## config.mk

```make
export PLATFORM = sky130hd
export DESIGN_NAME = drum_step_sequencer
export DESIGN_NICKNAME = d
export VERILOG_FILES = /design/src/rtl/drum_step_sequencer.sv
export SDC_FILE = /design/constraint.sdc
export NUM_CORES = 1
export LEC_CHECK = 0
export ABC_CLOCK_PERIOD_IN_PS = 4300
export CAP_MARGIN = 20
export CELL_PAD_IN_SITES_DETAIL_PLACEMENT = 1
export CELL_PAD_IN_SITES_GLOBAL_PLACEMENT = 2
export CORE_MARGIN = 2
export CORE_UTILIZATION = 34
export CTS_CLUSTER_SIZE = 30
export DETAILED_ROUTE_END_ITERATION = 7
export GPL_TIMING_DRIVEN = 0
export HOLD_SLACK_MARGIN = 0.02
export PLACE_DENSITY = 0.79
export SLEW_MARGIN = 10
export SYNTH_ARGS = -nofsm -noshare
export SYNTH_HDL_FRONTEND = slang
export SYNTH_SLANG_ARGS = --single-unit
```

## constraint.sdc

```tcl
create_clock -name Clk -period 4.3 [get_ports Clk]
set_input_delay 0.43 -clock Clk [delete_from_list [all_inputs] [get_ports Clk]]
set_output_delay 0.43 -clock Clk [all_outputs]
set_load 0.005 [all_outputs]
```

## src/rtl/drum_step_sequencer.sv

```systemverilog
// Drum step sequencer: turns USB keycodes into a 4-channel x 12-step pattern,
// runs the tempo-driven playhead and emits one-cycle per-channel trigger pulses.
module drum_step_sequencer #(
  parameter int unsigned CLK_HZ      = 50000000,
  parameter int unsigned BPM_DEFAULT = 120,
  parameter int unsigned BPM_MIN     = 60,
  parameter int unsigned BPM_MAX     = 240,
  parameter int unsigned BPM_STEP    = 4
) (
  input  logic        Clk,
  input  logic        Reset_n,
  input  logic [7:0]  keycode,
  output logic [3:0]  channelnum,
  output logic [11:0] channel0,
  output logic [11:0] channel1,
  output logic [11:0] channel2,
  output logic [11:0] channel3,
  output logic [3:0]  step,
  output logic        playing,
  output logic [7:0]  bpm,
  output logic [3:0]  trig,
  output logic [9:0]  BallX,
  output logic [9:0]  BallY,
  output logic [9:0]  Ball_size
);

  // One sixteenth note elapses when bpm has been summed 15*CLK_HZ times over.
  localparam logic [30:0] LIMIT = 31'(15 * CLK_HZ);

  localparam logic [7:0] KEY_1     = 8'h1E;
  localparam logic [7:0] KEY_2     = 8'h1F;
  localparam logic [7:0] KEY_3     = 8'h20;
  localparam logic [7:0] KEY_4     = 8'h21;
  localparam logic [7:0] KEY_BKSP  = 8'h2A;
  localparam logic [7:0] KEY_SPACE = 8'h2C;
  localparam logic [7:0] KEY_ENTER = 8'h28;
  localparam logic [7:0] KEY_PLUS  = 8'h2E;
  localparam logic [7:0] KEY_MINUS = 8'h2D;

  logic [7:0]       prevKey_q;
  logic [1:0]       selChan_q, selChan_d;
  logic [3:0][11:0] pattern_q, pattern_d;
  logic [3:0]       step_q, step_d;
  logic             playing_q, playing_d;
  logic [7:0]       bpm_q, bpm_d;
  logic [29:0]      acc_q, acc_d;
  logic [3:0]       trig_q, trig_d;

  logic        keyEvent;
  logic        toggleHit;
  logic [3:0]  toggleIdx;
  logic [30:0] phaseSum;
  logic        advanceDue;
  logic [3:0]  nextStep;
  logic [8:0]  bpmUp;

  assign keyEvent   = (keycode != prevKey_q) && (keycode != 8'h00);
  assign phaseSum   = {1'b0, acc_q} + 31'(bpm_q);
  assign advanceDue = playing_q && (phaseSum >= LIMIT);
  assign nextStep   = (step_q == 4'd11) ? 4'd0 : step_q + 4'd1;
  assign bpmUp      = {1'b0, bpm_q} + 9'(BPM_STEP);

  // Map the twelve step keys (Q..P, [, ]) to the pattern bit they toggle.
  always_comb begin
    toggleHit = 1'b1;
    toggleIdx = 4'd0;
    case (keycode)
      8'h14:   toggleIdx = 4'd0;
      8'h1A:   toggleIdx = 4'd1;
      8'h08:   toggleIdx = 4'd2;
      8'h15:   toggleIdx = 4'd3;
      8'h17:   toggleIdx = 4'd4;
      8'h1C:   toggleIdx = 4'd5;
      8'h18:   toggleIdx = 4'd6;
      8'h0C:   toggleIdx = 4'd7;
      8'h12:   toggleIdx = 4'd8;
      8'h13:   toggleIdx = 4'd9;
      8'h2F:   toggleIdx = 4'd10;
      8'h30:   toggleIdx = 4'd11;
      default: toggleHit = 1'b0;
    endcase
  end

  // Next-state: tempo advance first, then a key event may override it.
  always_comb begin
    selChan_d = selChan_q;
    pattern_d = pattern_q;
    step_d    = step_q;
    playing_d = playing_q;
    bpm_d     = bpm_q;
    acc_d     = acc_q;
    trig_d    = 4'b0000;

    if (playing_q) begin
      if (advanceDue) begin
        acc_d  = 30'(phaseSum - LIMIT);
        step_d = nextStep;
        for (int c = 0; c < 4; c++) begin
          trig_d[c] = pattern_q[c][nextStep];
        end
      end else begin
        acc_d = 30'(phaseSum);
      end
    end else begin
      acc_d = '0;
    end

    if (keyEvent) begin
      if (toggleHit) begin
        pattern_d[selChan_q][toggleIdx] = ~pattern_q[selChan_q][toggleIdx];
      end
      case (keycode)
        KEY_1:    selChan_d = 2'd0;
        KEY_2:    selChan_d = 2'd1;
        KEY_3:    selChan_d = 2'd2;
        KEY_4:    selChan_d = 2'd3;
        KEY_BKSP: pattern_d[selChan_q] = '0;
        KEY_SPACE: begin
          acc_d = '0;
          if (playing_q) begin
            playing_d = 1'b0;
            step_d    = step_q;
            trig_d    = 4'b0000;
          end else begin
            playing_d = 1'b1;
            for (int c = 0; c < 4; c++) begin
              trig_d[c] = pattern_q[c][step_q];
            end
          end
        end
        KEY_ENTER: begin
          step_d = 4'd0;
          acc_d  = '0;
          trig_d = 4'b0000;
        end
        KEY_PLUS:  bpm_d = (bpmUp > 9'(BPM_MAX)) ? 8'(BPM_MAX) : bpmUp[7:0];
        KEY_MINUS: bpm_d = (bpm_q < 8'(BPM_MIN + BPM_STEP)) ? 8'(BPM_MIN)
                                                             : bpm_q - 8'(BPM_STEP);
        default: ;
      endcase
    end
  end

  // State registers, cleared asynchronously so a reset mid-play drops trig at once.
  always_ff @(posedge Clk or negedge Reset_n) begin
    if (!Reset_n) begin
      prevKey_q <= 8'h00;
      selChan_q <= 2'd0;
      pattern_q <= '0;
      step_q    <= 4'd0;
      playing_q <= 1'b0;
      bpm_q     <= 8'(BPM_DEFAULT);
      acc_q     <= '0;
      trig_q    <= 4'b0000;
    end else begin
      prevKey_q <= keycode;
      selChan_q <= selChan_d;
      pattern_q <= pattern_d;
      step_q    <= step_d;
      playing_q <= playing_d;
      bpm_q     <= bpm_d;
      acc_q     <= acc_d;
      trig_q    <= trig_d;
    end
  end

  assign channelnum = {2'b00, selChan_q};
  assign channel0   = pattern_q[0];
  assign channel1   = pattern_q[1];
  assign channel2   = pattern_q[2];
  assign channel3   = pattern_q[3];
  assign step       = step_q;
  assign playing    = playing_q;
  assign bpm        = bpm_q;
  assign trig       = trig_q;

  // Playhead bar sits at a fixed row and slides 42 pixels per step.
  assign BallX     = 10'd112 + 10'd42 * {6'd0, step_q};
  assign BallY     = 10'd233;
  assign Ball_size = 10'd14;

endmodule

```

==> impl_metrics.ini, run 1 <==
[global_routing]
grt-ovfl-total = 0
grt_pass1_wl_mm = 43.6
grt_pass1_vias = 7434
grt_max_degree = 83
grtUsageTotal_pct = 23.4
antenna_found_initial = 0

[final_layout]
antenna_cells = 0
syn2layout_area_growth_pct = 21.6
finalNetCount = 1024
drive_above_1_share_pct = 14.9
design_area_um2 = 9510
fillerInstances = 2664
stdcell_count = 1284

[cts]
cts_buffers = 9
clkLatencyLatePin_ps = 380
h-tree-depth = 3
cts_tree = yes
clock_sink_count = 103
cts_root_buffer = clkbuf_16
clock_path_buffers = 2
clk_pin_slew_ps = 90

[yosys]
synth_area_um2 = 7820
async_reset_ff_share_pct = 100
ys_seq_area_share_pct = 33.0
syn_area_per_cell_um2 = 8.97
synth_seq_cells = 103
yosysWarnings = 0
ys_types = 85
synth_edf_count = 0
synthFlopType = dfrtp_1
synth_cells = 872

[sta]
tightest_slew_ps = 1140
timing.setup.tns_ps = 0
max-slew-margin-rel_pct = 23.4
fin_ws_ps = 268
final_hold_viol_count = 0
finalMaxSlewViolations = 0
fin_crit_sh_pct = 93.8
max_freq_mhz = 248
rsz0062_at_grt = no
fin_skew_ps = 23.6
setup_violations = 0
fin_crit_ps = 4030

[power]
netSwitchingFraction_pct = 31.7
p_clk_share_pct = 37.5
power_w = 0.00234
p_sw_w = 0.000743
peakVddDrop_v = 0.000185
power_density_nw_per_um2 = 247
leakage_nw = 3.67
sequentialPowerShare_pct = 44.5
p_comb_share_pct = 18.0
intPower_w = 0.00160

[placed_design]
dp_hpwl_mm = 20.7
post-place-cells = 1264
portBuffers = 83
post_dp_cell_area_um2 = 9130
place_ws_ps = -118
place_congestion = 0.870

[critical_path]
slowest_delay_ps = 560
worst-path-buf-inv = 2
crit_chain = ha_2 -> a21oi_4 -> o22ai_4 -> or2_2 -> clkbuf_1 -> nor2_2 -> ha_2 -> o21ai_0 -> nand2_1 -> nand2_1 -> a221oi_4 -> o211ai_2 -> a31o_2 -> o21a_1 -> or2_2 -> buf_2 -> o21ai_1
path_class = reg2reg
worst_path_max_delay_cell = dfstp_2
path_max_fanout = 10
worstSetupStartpointType = register
crit_path_end_kind = register
required_ps = 4570
critical_path_arrival_ps = 4300
crit_family = compound AO/OA/AOI/OAI gates

[floorplanning]
die_w_um = 156
std_cell_rows = 55
start_util_pct = 34.6
io_pins = 109
die_y_um = 156
die-area_um2 = 24200
coreArea_um2 = 22600

[route]
drtIter0Drc = 424
drc = 0
routed_wl_mm = 27.8
firstDrtPassIters = 5
viasPerCell = 5.74
wl_per_cell_um = 21.7
vias = 7366
drtAntennaViolNets = 0

[run_status]
outcome = complete, no violations

[min_path]
hold_path_class = in2async

[run]
cap_viol_max_count = 0
==> flip-flops by register name (all words and copies together), names as in the netlist <==
register and count:
prevKey_q 8, channel3 12, selChan_q 2, channel2 12, channel0 12, channel1 12, playing 1, bpm 6
step 4, acc_q 30, trig 4
==> metal layers <==
| layer | up-vias | part of all wire, % | GRT usage, % |
|---|---|---|---|
| li1 | 3396 | - | - |
| met1 | 3684 | 45 | 31.3 |
| met2 | 245 | 47 | 37.9 |
| met3 | 41 | 6.2 | 4.97 |
| met4 | 0 | 2.4 | 7.25 |
| met5 | - | 0 | 0 |
==> final timing paths <==
check                         start         to  slack [ps]  cells past startpoint
max                          bpm[5]    trig[2]         270                     17
min                         Reset_n  acc_q[22]         480                      2
max reg2reg                  bpm[5]    trig[2]         270                     17
min reg2reg                acc_q[0]   acc_q[0]         500                      1
max in group asynchronous   Reset_n     bpm[3]        3120                      3
min in group Clk           acc_q[0]   acc_q[0]         500                      1
==> cells in the mapped netlist (19+ instances only) <==
master      n  share of area, %
ha_1       19               3.0
nor3_1     27               1.7
nand3_1    24               1.5
buf_4      29               2.8
o21ai_0   130               8.3
clkbuf_1   35               1.7
mux4_2     36                10
inv_1      27               1.3
xnor2_1    28               3.1
nor2_1     56               2.7
nand2_1    56               2.7
dfrtp_1    99                32
a21oi_1    78               5.0
==> metrics by stage <==
| step | utilization, % | hold WS, ps |
|---|---|---|
| floorplan | - | 134 |
| global route | 42.0 | 493 |
| detailed placement | 40.3 | 310 |
| global placement | 40.2 | 472 |
| CTS | 41.8 | 485 |
| finish | 42.0 | 481 |
==> placed cells by master (no fill, tap or decap), types with 8 or more instances in the layout <==
| master | Yosys | routed |
|---|---|---|
| o21ai_0 | 130 | 126 |
| dfrtp_1 | 99 | 99 |
| clkdlybuf4s50_1 | 0 | 82 |
| a21oi_1 | 78 | 76 |
| nand2_1 | 56 | 56 |
| nor2_1 | 56 | 55 |
| mux4_2 | 36 | 36 |
| clkbuf_1 | 35 | 35 |
| buf_4 | 29 | 31 |
| xnor2_1 | 28 | 28 |
| inv_1 | 27 | 27 |
| nor3_1 | 27 | 27 |
| conb_1 | 2 | 25 |
| nand3_1 | 24 | 23 |
| ha_1 | 19 | 17 |
| mux2i_1 | 13 | 13 |
| and3_1 | 11 | 11 |
| nand2b_1 | 11 | 11 |
| xor2_1 | 10 | 10 |
| o21ai_1 | 6 | 9 |
| nor3b_1 | 9 | 9 |
| clkbuf_16 | 0 | 9 |
| nor4_1 | 8 | 8 |
| and2_1 | 8 | 8 |
==> final cells by class <==
type,instances,area (µm²),area share (%)
well taps,285,357,3.75
flip-flops and latches,103,2580,27.2
clock buffers,9,225,2.37
plain buffers,82,484,5.09
clock inverters,7,83.8,0.882
repair buffers,88,892,9.38
multi-input cells,682,4780,50.3
inverters,28,105,1.11
==> cell families after synthesis <==
family / after synthesis / synth area share, %
other: 2 / 0.0960
flip-flops: 103 / 33.0
AND/OR/NAND/NOR: 254 / 16.9
buffers and inverters: 110 / 7.49
adder cells (fa/ha/maj): 20 / 3.29
AO/OA/AOI/OAI: 288 / 21.8
XOR/XNOR: 38 / 4.25
multiplexers: 57 / 13.2
==> timing repair <==
action,4_1_cts,5_1_grt
hold buffers,1,0
hold endpoints to repair,21,0
pin swaps,0,2
gates resized for setup,3,11
endpoints found under the setup margin,11,21
buffers inserted,1,2
==> power by group through the flow <==
stage / Clock, W / Sequential [W] / Combinational, W
after detailed placement: 0 / 0.00106 / 0.000415
after floorplan: 0 / 0.00104 / 0.000251
final: 0.000879 / 0.00104 / 0.000422
after CTS: 0.000909 / 0.00104 / 0.000418
after global routing: 0.000935 / 0.00105 / 0.000462
after global placement: 0 / 0.00106 / 0.000406
No activity file was read; power rests on OpenSTA's default activity.
==> run 2: changes to the inputs <==
- CORE_UTILIZATION: 34 -> 30
- HOLD_SLACK_MARGIN: 0.02 -> not set
- PLACE_DENSITY: 0.79 -> 0.7
==> impl_metrics.ini, run 2 (same netlist as run 1, synthesis figures left out) <==
[route]
firstDrtPassIters = 5
viasPerCell = 5.46
drtIter0Drc = 404
drc = 0
drtAntennaViolNets = 0
routed_wl_mm = 28.8
vias = 7294
wl_per_cell_um = 21.6

[power]
power_w = 0.00235
netSwitchingFraction_pct = 31.9
intPower_w = 0.00160
peakVddDrop_v = 0.000165
p_clk_share_pct = 37.6
power_density_nw_per_um2 = 246
p_sw_w = 0.000751
leakage_nw = 3.68
p_comb_share_pct = 17.9
sequentialPowerShare_pct = 44.5

[floorplanning]
io_pins = 109
coreArea_um2 = 25800
die_y_um = 165
std_cell_rows = 59
die_w_um = 165
start_util_pct = 30.3
die-area_um2 = 27400

[global_routing]
grtUsageMet3_pct = 2.47
grt_pass1_wl_mm = 44.4
grtUsageTotal_pct = 21.6
grt_max_degree = 81
grt_pass1_vias = 7279
grt-ovfl-total = 0
grt_use_met1_pct = 30.7
met2_usage_pct = 34.1
grt_busiest_layer = met2
antenna_found_initial = 0

[critical_path]
required_ps = 4540
critical_path_arrival_ps = 4310
worstSetupStartpointType = input port
crit_path_end_kind = register
path_class = in2reg
path_max_fanout = 10

[final_layout]
drive_above_1_share_pct = 15.0
finalNetCount = 1025
syn2layout_area_growth_pct = 22.3
antenna_cells = 0
final_cell_mix = o21ai_0, dfrtp_1, clkdlybuf4s50_1, a21oi_1, nand2_1
design_area_um2 = 9570
layout_commonest_cell = o21ai_0
largest_reg_flops = 30
top_register = acc_q

[cts]
cts_buffers = 9
clkLatencyLatePin_ps = 390
cts_tree = yes
cts_root_buffer = clkbuf_16
clk_pin_slew_ps = 80
h-tree-depth = 3
clock_sink_count = 103
clock_path_buffers = 2

[placed_design]
post_dp_cell_area_um2 = 9190
place_congestion = 0.865
dp_hpwl_mm = 21.3
portBuffers = 83
place_ws_ps = -182

[sta]
fin_hold_ws_ps = 470
tightest_slew_ps = 1010
fin_crit_sh_pct = 94.6
max_freq_mhz = 246
final_hold_viol_count = 0
rsz0062_at_grt = no
setup_violations = 0
fin_ws_ps = 233
max-slew-margin-rel_pct = 32.3
finalMaxSlewViolations = 0
fin_skew_ps = 24.1
fin_crit_ps = 4070

[min_path]
hold_path_class = in2async

[run_status]
outcome = complete, no violations

[run]
cap_viol_max_count = 0
run 2: cell count changes in the layout (fill, tap and decap cells not counted), sizes merged:
| cell | before | now |
|---|---|---|
| clkbuf | 47 | 46 |
| buf | 49 | 51 |
run 2: timing repair:
action	in CTS	in global routing
resized for setup	2	11
pin swaps	0	3
endpoints found under the setup margin	15	21
hold buffers	1	0
hold endpoints to repair	23	0
buffers inserted	1	3
run 2: path summary, 6_finish.rpt:
| path | startpoint | endpoint | slack (ps) | cells after the start |
|---|---|---|---|---|
| max | keycode[4] | channel2[8] | 230 | 11 |
| min | Reset_n | acc_q[9] | 470 | 2 |
| max reg2reg | bpm[3] | trig[1] | 240 | 17 |
| min reg2reg | acc_q[1] | acc_q[1] | 490 | 1 |
| max in group asynchronous | Reset_n | channel2[0] | 3110 | 3 |
| min in group Clk | acc_q[1] | acc_q[1] | 490 | 1 |
run 2: power groups by stage:
stage	clock network [W]	logic, W	registers (W)
floorplan	0	0.000251	0.00104
global placement	0	0.000410	0.00107
detailed placement	0	0.000417	0.00106
CTS	0.000905	0.000420	0.00104
global route	0.000938	0.000467	0.00105
finish	0.000884	0.000421	0.00105
run 2: area by class of cell:
type	count	area (µm²)
flip-flops and latches	103	2580
multi-input cells	682	4780
well taps	335	419
fillers	3084	16300
plain buffers	81	480
clock inverters	7	71.3
inverters	28	105
repair buffers	90	905
clock buffers	9	225
run 2: metrics by stage:
stage          utilization [%]  std cells  setup TNS, ps
2_1_floorplan                -        895              0
3_3_place_gp              35.4       1313        -163790
3_5_place_dp              35.6       1315          -1280
4_1_cts                   36.8       1333              0
5_1_grt                   37.0       1335              0
6_report                  37.0       1335              0
run 2: layer usage:
layer,vias up,wire [µm]
met5,-,0
met4,0,787
met3,45,1160
met2,196,13300
met1,3642,13600
li1,3411,-
run 2: critical path, stage by stage:
cell,delay (ps)
clkdlybuf4s50_1,620
or4b_4,550
nor3b_1,380
nand3b_1,390
nand4_4,290
mux2_1,380
a211oi_1,270
o31a_1,270
nand3_1,150
buf_2,250
o21ai_0,330
==> run 3: changes to the inputs <==
--- a/constraint.sdc
+++ b/constraint.sdc
@@ -3,2 +3,2 @@
 set_output_delay 0.43 -clock Clk [all_outputs]
-set_load 0.005 [all_outputs]
+set_load 0.05 [all_outputs]
==> results of run 3 <==
Same layout as run 2 (identical final DEF). Status: complete, no violations.
Among the figures that moved: total power 0.00235 W -> 0.00247 W
